==> config.mk <==
export PLATFORM = sky130hd
export DESIGN_NAME = uart_rx_cfg_flat
export DESIGN_NICKNAME = d
export VERILOG_FILES = /design/src/rtl/uart_rx_cfg_if.sv /design/src/rtl/uart_rx_cfg.sv /design/src/flat_wrapper.sv
export SDC_FILE = /design/constraint.sdc
export NUM_CORES = 1
export LEC_CHECK = 0
export ABC_CLOCK_PERIOD_IN_PS = 1930
export CORE_ASPECT_RATIO = 0.6
export CORE_MARGIN = 2
export CORE_UTILIZATION = 30
export CTS_CLUSTER_DIAMETER = 60
export DETAILED_ROUTE_END_ITERATION = 10
export PLACE_DENSITY_LB_ADDON = 0.12
export SLEW_MARGIN = 25
export SYNTH_ARGS = -nofsm -noshare
export SYNTH_HDL_FRONTEND = slang
export SYNTH_SLANG_ARGS = --single-unit
==> constraint.sdc <==
create_clock -name clk -period 1.93 [get_ports clk]
set_clock_uncertainty 0.2 [all_clocks]
set_input_delay 0.386 -clock clk [delete_from_list [all_inputs] [get_ports clk]]
set_output_delay 0.386 -clock clk [all_outputs]
set_load 0.02 [all_outputs]
==> src/rtl/uart_rx_cfg_if.sv <==
// Signal bundle between the UART receiver and its line / tick / register side.
interface uart_rx_cfg_if #(
  parameter int DBIT = 8
);
  logic            rx;
  logic            s_tick;
  logic            parity_en;
  logic            parity_odd;
  logic            two_stop;
  logic [DBIT-1:0] rx_dout;
  logic            rx_done_tick;
  logic            parity_err;
  logic            frame_err;
  logic            break_det;

  modport master (
    output rx, s_tick, parity_en, parity_odd, two_stop,
    input  rx_dout, rx_done_tick, parity_err, frame_err, break_det
  );

  modport slave (
    input  rx, s_tick, parity_en, parity_odd, two_stop,
    output rx_dout, rx_done_tick, parity_err, frame_err, break_det
  );
endinterface

==> src/rtl/uart_rx_cfg.sv <==
// Oversampling UART receiver with 3-sample majority vote, run-time parity and
// stop-bit configuration, false-start rejection and framing/parity/break flags.
module uart_rx_cfg #(
  parameter int DBIT = 8,
  parameter int OVS  = 16
) (
  input logic          clk,
  input logic          reset_n,
  uart_rx_cfg_if.slave bus
);
  localparam int SW = $clog2(OVS);
  localparam int NW = $clog2(DBIT + 1);
  localparam logic [SW-1:0] S_LAST = SW'(OVS - 1);
  localparam logic [SW-1:0] S_V0   = SW'(OVS / 2 - 1);
  localparam logic [SW-1:0] S_V1   = SW'(OVS / 2);
  localparam logic [SW-1:0] S_V2   = SW'(OVS / 2 + 1);
  localparam logic [NW-1:0] N_LAST = NW'(DBIT - 1);

  typedef enum logic [2:0] {
    IDLE      = 3'd0,
    START     = 3'd1,
    DATA      = 3'd2,
    PARITY    = 3'd3,
    STOP      = 3'd4,
    WAIT_HIGH = 3'd5
  } state_t;

  function automatic logic maj3(input logic a, input logic b, input logic c);
    return (a & b) | (a & c) | (b & c);
  endfunction

  function automatic logic exp_parity(input logic [DBIT-1:0] d, input logic odd);
    return (^d) ^ odd;
  endfunction

  state_t          state_r, state_s;
  logic            rx_meta_r, rxs_r;
  logic [SW-1:0]   s_r, s_s;
  logic [NW-1:0]   n_r, n_s;
  logic [DBIT-1:0] shreg_r, shreg_s;
  logic            v0_r, v0_s, v1_r, v1_s;
  logic            pen_r, pen_s, podd_r, podd_s, two_r, two_s;
  logic            perr_int_r, perr_int_s, pbit_r, pbit_s;
  logic [DBIT-1:0] dout_r, dout_s;
  logic            done_r, done_s, perr_r, perr_s, ferr_r, ferr_s, brk_r, brk_s;
  logic            in_bit_s, wrap_s, vote_now_s, vote_s;

  assign in_bit_s   = (state_r == START) || (state_r == DATA) ||
                      (state_r == PARITY) || (state_r == STOP);
  assign wrap_s     = in_bit_s && bus.s_tick && (s_r == S_LAST);
  assign vote_now_s = in_bit_s && bus.s_tick && (s_r == S_V2);
  assign vote_s     = maj3(v0_r, v1_r, rxs_r);

  // Two-flop synchroniser for the asynchronous serial line (idles high).
  always_ff @(posedge clk or negedge reset_n) begin
    if (!reset_n) begin
      rx_meta_r <= 1'b1;
      rxs_r     <= 1'b1;
    end else begin
      rx_meta_r <= bus.rx;
      rxs_r     <= rx_meta_r;
    end
  end

  // State register plus all datapath and registered output state.
  always_ff @(posedge clk or negedge reset_n) begin
    if (!reset_n) begin
      state_r    <= IDLE;
      s_r        <= {SW{1'b0}};
      n_r        <= {NW{1'b0}};
      shreg_r    <= {DBIT{1'b0}};
      v0_r       <= 1'b1;
      v1_r       <= 1'b1;
      pen_r      <= 1'b0;
      podd_r     <= 1'b0;
      two_r      <= 1'b0;
      perr_int_r <= 1'b0;
      pbit_r     <= 1'b0;
      dout_r     <= {DBIT{1'b0}};
      done_r     <= 1'b0;
      perr_r     <= 1'b0;
      ferr_r     <= 1'b0;
      brk_r      <= 1'b0;
    end else begin
      state_r    <= state_s;
      s_r        <= s_s;
      n_r        <= n_s;
      shreg_r    <= shreg_s;
      v0_r       <= v0_s;
      v1_r       <= v1_s;
      pen_r      <= pen_s;
      podd_r     <= podd_s;
      two_r      <= two_s;
      perr_int_r <= perr_int_s;
      pbit_r     <= pbit_s;
      dout_r     <= dout_s;
      done_r     <= done_s;
      perr_r     <= perr_s;
      ferr_r     <= ferr_s;
      brk_r      <= brk_s;
    end
  end

  // Next-state, bit-phase sampling and frame completion.
  always_comb begin
    state_s    = state_r;
    s_s        = s_r;
    n_s        = n_r;
    shreg_s    = shreg_r;
    v0_s       = v0_r;
    v1_s       = v1_r;
    pen_s      = pen_r;
    podd_s     = podd_r;
    two_s      = two_r;
    perr_int_s = perr_int_r;
    pbit_s     = pbit_r;
    dout_s     = dout_r;
    done_s     = 1'b0;
    perr_s     = perr_r;
    ferr_s     = ferr_r;
    brk_s      = brk_r;

    if (in_bit_s && bus.s_tick) begin
      s_s  = (s_r == S_LAST) ? {SW{1'b0}} : s_r + SW'(1);
      v0_s = (s_r == S_V0) ? rxs_r : v0_r;
      v1_s = (s_r == S_V1) ? rxs_r : v1_r;
    end else begin
      s_s = s_r;
    end

    case (state_r)
      IDLE: begin
        if (!rxs_r) begin
          state_s    = START;
          s_s        = {SW{1'b0}};
          pen_s      = bus.parity_en;
          podd_s     = bus.parity_odd;
          two_s      = bus.two_stop;
          perr_int_s = 1'b0;
          pbit_s     = 1'b0;
        end else begin
          state_s = IDLE;
        end
      end
      START: begin
        if (vote_now_s && vote_s) begin
          state_s = IDLE;
        end else if (wrap_s) begin
          state_s = DATA;
          n_s     = {NW{1'b0}};
        end else begin
          state_s = START;
        end
      end
      DATA: begin
        if (vote_now_s) begin
          shreg_s = {vote_s, shreg_r[DBIT-1:1]};
        end else begin
          shreg_s = shreg_r;
        end
        if (wrap_s) begin
          if (n_r == N_LAST) begin
            state_s = pen_r ? PARITY : STOP;
            n_s     = {NW{1'b0}};
          end else begin
            n_s = n_r + NW'(1);
          end
        end else begin
          state_s = DATA;
        end
      end
      PARITY: begin
        if (vote_now_s) begin
          pbit_s     = vote_s;
          perr_int_s = (vote_s != exp_parity(shreg_r, podd_r));
        end else begin
          pbit_s = pbit_r;
        end
        state_s = wrap_s ? STOP : PARITY;
      end
      STOP: begin
        // A low stop bit ends the frame at once; break = everything low.
        if (vote_now_s) begin
          if (!vote_s) begin
            done_s  = 1'b1;
            dout_s  = shreg_r;
            perr_s  = pen_r & perr_int_r;
            ferr_s  = 1'b1;
            brk_s   = (shreg_r == {DBIT{1'b0}}) && (!pen_r || !pbit_r);
            state_s = WAIT_HIGH;
          end else if (!two_r || (n_r == NW'(1))) begin
            done_s  = 1'b1;
            dout_s  = shreg_r;
            perr_s  = pen_r & perr_int_r;
            ferr_s  = 1'b0;
            brk_s   = 1'b0;
            state_s = IDLE;
          end else begin
            n_s = NW'(1);
          end
        end else begin
          state_s = STOP;
        end
      end
      WAIT_HIGH: begin
        state_s = rxs_r ? IDLE : WAIT_HIGH;
      end
      default: begin
        state_s = IDLE;
      end
    endcase
  end

  assign bus.rx_dout      = dout_r;
  assign bus.rx_done_tick = done_r;
  assign bus.parity_err   = perr_r;
  assign bus.frame_err    = ferr_r;
  assign bus.break_det    = brk_r;
endmodule
==> src/flat_wrapper.sv <==
// flat-port wrapper written by rule: the top's interface ports become plain ports
module uart_rx_cfg_flat 
#(
  parameter int DBIT = 8,
  parameter int OVS  = 16
)
  (clk, reset_n, bus_rx, bus_s_tick, bus_parity_en, bus_parity_odd, bus_two_stop, bus_rx_dout, bus_rx_done_tick, bus_parity_err, bus_frame_err, bus_break_det);
  uart_rx_cfg_if #(.DBIT(DBIT)) bus_i ();
  input logic clk;
  input logic reset_n;
  input wire logic [$bits(bus_i.rx)-1:0] bus_rx;
  input wire logic [$bits(bus_i.s_tick)-1:0] bus_s_tick;
  input wire logic [$bits(bus_i.parity_en)-1:0] bus_parity_en;
  input wire logic [$bits(bus_i.parity_odd)-1:0] bus_parity_odd;
  input wire logic [$bits(bus_i.two_stop)-1:0] bus_two_stop;
  output wire logic [$bits(bus_i.rx_dout)-1:0] bus_rx_dout;
  output wire logic [$bits(bus_i.rx_done_tick)-1:0] bus_rx_done_tick;
  output wire logic [$bits(bus_i.parity_err)-1:0] bus_parity_err;
  output wire logic [$bits(bus_i.frame_err)-1:0] bus_frame_err;
  output wire logic [$bits(bus_i.break_det)-1:0] bus_break_det;
  assign bus_i.rx = bus_rx;
  assign bus_i.s_tick = bus_s_tick;
  assign bus_i.parity_en = bus_parity_en;
  assign bus_i.parity_odd = bus_parity_odd;
  assign bus_i.two_stop = bus_two_stop;
  assign bus_rx_dout = bus_i.rx_dout;
  assign bus_rx_done_tick = bus_i.rx_done_tick;
  assign bus_parity_err = bus_i.parity_err;
  assign bus_frame_err = bus_i.frame_err;
  assign bus_break_det = bus_i.break_det;
  uart_rx_cfg #(.DBIT(DBIT), .OVS(OVS)) u_core (.clk(clk), .reset_n(reset_n), .bus(bus_i));
endmodule
==> results_dict.tcl <==
set metrics [dict create \
    status "finished, violations left" \
    violations "negative setup slack" \
    crit_type "register to register" \
    utilization_pct 42.5 \
    critical_path_required_ns 1.89 \
    num_rows 23 \
    min_period_over_period_pct 102 \
    drt_first_pass_iters 4 \
    die_w_um 112 \
    dp_cells 321 \
    worst_skew_pair.late_latency_ns 0.28 \
    io_buffers 18 \
    cts_buffer_depth 2 \
    synth_xor_area_share_pct 2.90 \
    synth_fa_ha_area_share_pct 5.86 \
    hp-start "u_core.rx_meta_r$_DFF_PN1_" \
    synth_cell_types 43 \
    worst_pin_slew_ns 0.467 \
    grt_pass1_wl_um 7710 \
    viasPerCell 4.66 \
    synth_fp_nets 211 \
    yosysWarningCount 0 \
    finalSetupTns_ns -0.287 \
    crit_chain "inv_2 > ha_4 > nor3b_4 > nor2b_4 > a21oi_4 > buf_12 > mux2_2" \
    coreArea_mm2 0.00673 \
    cts-root-buf "clkbuf_16" \
    synth-edff-count 0 \
    syn_inst 195 \
    clock_sinks 40 \
    synth_seq_cells 40 \
    antenna_found_initial 0 \
    cpMaxStageDelayCell "dfrtp_1" \
    n_antenna_cell 0 \
    drt-total-wl_um 4610 \
    crit_family "flip-flops" \
    critPathMaxStageDelay_ns 0.38 \
    holdWs_ns 0.156 \
    finalSetupViolCount 9 \
    crit_arrival_ns 1.94 \
    drv_cap 0 \
    place_hpwl_um 3420 \
    post-route-min-period_ns 1.98 \
    n_fill_cell 680 \
    p_leak_nw 1.21 \
    crit_buf_inv 2 \
    track_usage_pct 12.5 \
    synth_seq_area_share_pct 47.6 \
    drtIter0Drc 101 \
    startpoint "u_core.n_r[1]$_DFFE_PN0P_" \
    htreeDepth 2 \
    fmaxAchievable_mhz 506 \
    grt_pass1_vias 1495 \
    syn-cell-area_mm2 0.00211 \
    grt_max_degree 23 \
    clkTransAtPathRegs_ns 0.06 \
    drtAntennaViolNets 0 \
    overflow 0 \
    synth_compound_area_share_pct 12.9 \
    stdcell_area_mm2 0.00286 \
    muxShareOfSynthArea_pct 7.99 \
    routedWlPerCell_um 13.8 \
    syn2layout_area_growth_pct 35.4 \
    slew_headroom_pct 68.8 \
    drv_slew 0 \
    gp_congestion 0.828 \
    final_cells 334 \
    finalHoldViolCount 0 \
    die_y_um 69.0 \
    dieArea_mm2 0.00776 \
    hp-class "register to register" \
    start_kind "register" \
    ir_worst_vdd_uv 583 \
    rsz0062_at_grt "yes" \
    synthArstFlopShare_pct 100 \
    p_per_area_mw_per_mm2 1060 \
    cts_buffers 5 \
    ios 19 \
    synth_flop_cell "dfrtp_1" \
    nets 262 \
    initial_core_util_pct 31.4 \
    postPlaceCellArea_mm2 0.00257 \
    synthSimpleGateAreaFrac_pct 16.9 \
    critPathMaxFanout 6 \
    cts_tree "built" \
    setup_ws_ns -0.0465 \
    drc 0 \
    drive_gt1_share_pct 33.2 \
    num_vias 1555 \
    syn_area_per_cell_um2 10.8 \
    worstReg2RegStart "u_core.n_r[1]$_DFFE_PN0P_" \
    synth_top_family_by_area "simple AND/OR/NAND/NOR gates" \
    end_kind "register" \
]
## flip-flops by register name, indices dropped and copies added (netlist names), 3 cells and up
signal,count
u_core.shreg_r,8
u_core.s_r,4
u_core.state_r,3
u_core.bus.rx_dout,8
u_core.n_r,4
## per-layer routing
| metal | GRT usage (%) | up-vias | wire [µm] |
|---|---|---|---|
| li1 | - | 789 | - |
| met3 | 3.52 | 5 | 155 |
| met1 | 20.1 | 742 | 2690 |
| met5 | 0 | - | 0 |
| met4 | 2.44 | 0 | 20 |
| met2 | 16.3 | 19 | 1750 |
## through the flow
step	total power [mW]	worst slack, ns
after floorplan	1.63	0.0177
after global placement	1.94	-0.182
after detailed placement	1.92	-0.170
after CTS	3.02	0.00293
after global routing	3.24	-0.111
final	3.04	-0.0465
## where the power goes
part	switching (mW)	internal, mW
logic	0.431	0.447
clock network	0.324	0.741
registers	0.112	0.981
## Yosys cell counts (2+ instances only)
library cell	instances	area share, %
a21oi_1	6	1.4
o21a_1	2	0.71
or3b_4	2	1.1
a31oi_1	4	1.2
nand3b_1	2	0.71
inv_1	15	2.7
ha_1	9	5.3
dfrtp_1	36	43
dfstp_2	4	5.0
nor3b_2	3	1.8
nand2_1	16	2.8
o21ai_0	19	4.5
mux2_2	15	8.0
nor2b_1	3	0.89
nand3_1	6	1.4
buf_6	5	2.7
o32ai_1	2	0.83
o21ai_1	3	0.71
nor2_1	9	1.6
nand4_1	3	0.89
nor3_1	3	0.71
xnor2_1	6	2.5
nand4b_1	2	0.83
## cell families after synthesis
group | after synthesis
AND/OR/NAND/NOR | 57
multiplexers | 15
flip-flops | 40
adder cells (fa/ha/maj) | 10
AO/OA/AOI/OAI | 44
XOR/XNOR | 7
buffers and inverters | 22
## worst paths after layout
path	endpoint	slack, ns	depth (start not counted)
worst min-delay path	u_core.rxs_r$_DFF_PN1_	0.16	0
worst max register to register	u_core.bus.rx_dout[6]$_DFFE_PN0P_	-0.05	7
max in group asynchronous	u_core.state_r[0]$_DFFE_PN0P_	0.64	3
worst min register to register	u_core.rxs_r$_DFF_PN1_	0.16	0
worst max-delay path	u_core.bus.rx_dout[6]$_DFFE_PN0P_	-0.05	7
min in group asynchronous	u_core.bus.rx_dout[5]$_DFFE_PN0P_	0.40	2
## cell usage in the layout (no fill, tap or decap), drive strengths merged, types with 6 or more instances in the layout
| master | synthesis | routed |
|---|---|---|
| dfrtp | 36 | 36 |
| buf | 7 | 32 |
| o21ai | 23 | 23 |
| clkdlybuf4s50 | 0 | 17 |
| nand2 | 16 | 16 |
| mux2 | 15 | 15 |
| inv | 15 | 15 |
| nor2 | 9 | 9 |
| ha | 9 | 9 |
| a21oi | 8 | 8 |
| clkbuf | 0 | 7 |
| xnor2 | 6 | 6 |
| nand3 | 6 | 6 |
## area by class of cell
| type | count | area, µm² | share of cell area (%) |
|---|---|---|---|
| multi-input combinational | 133 | 1030 | 36.0 |
| sequential | 40 | 1010 | 35.3 |
| timing repair buffer | 51 | 468 | 16.3 |
| clock buffer | 6 | 129 | 4.50 |
| tap | 87 | 109 | 3.80 |
| clock inverter | 2 | 60.1 | 2.10 |
| inverter | 15 | 56.3 | 1.97 |
## what timing repair did
action	4_1_cts	5_1_grt
setup buffers	0	3
endpoints found under the setup margin	10	25
cloned	0	1
hold endpoints to repair	14	0
hold buffers	1	0
resized for setup	3	12
pin swaps	1	2
No activity file was read; power rests on OpenSTA's default activity.
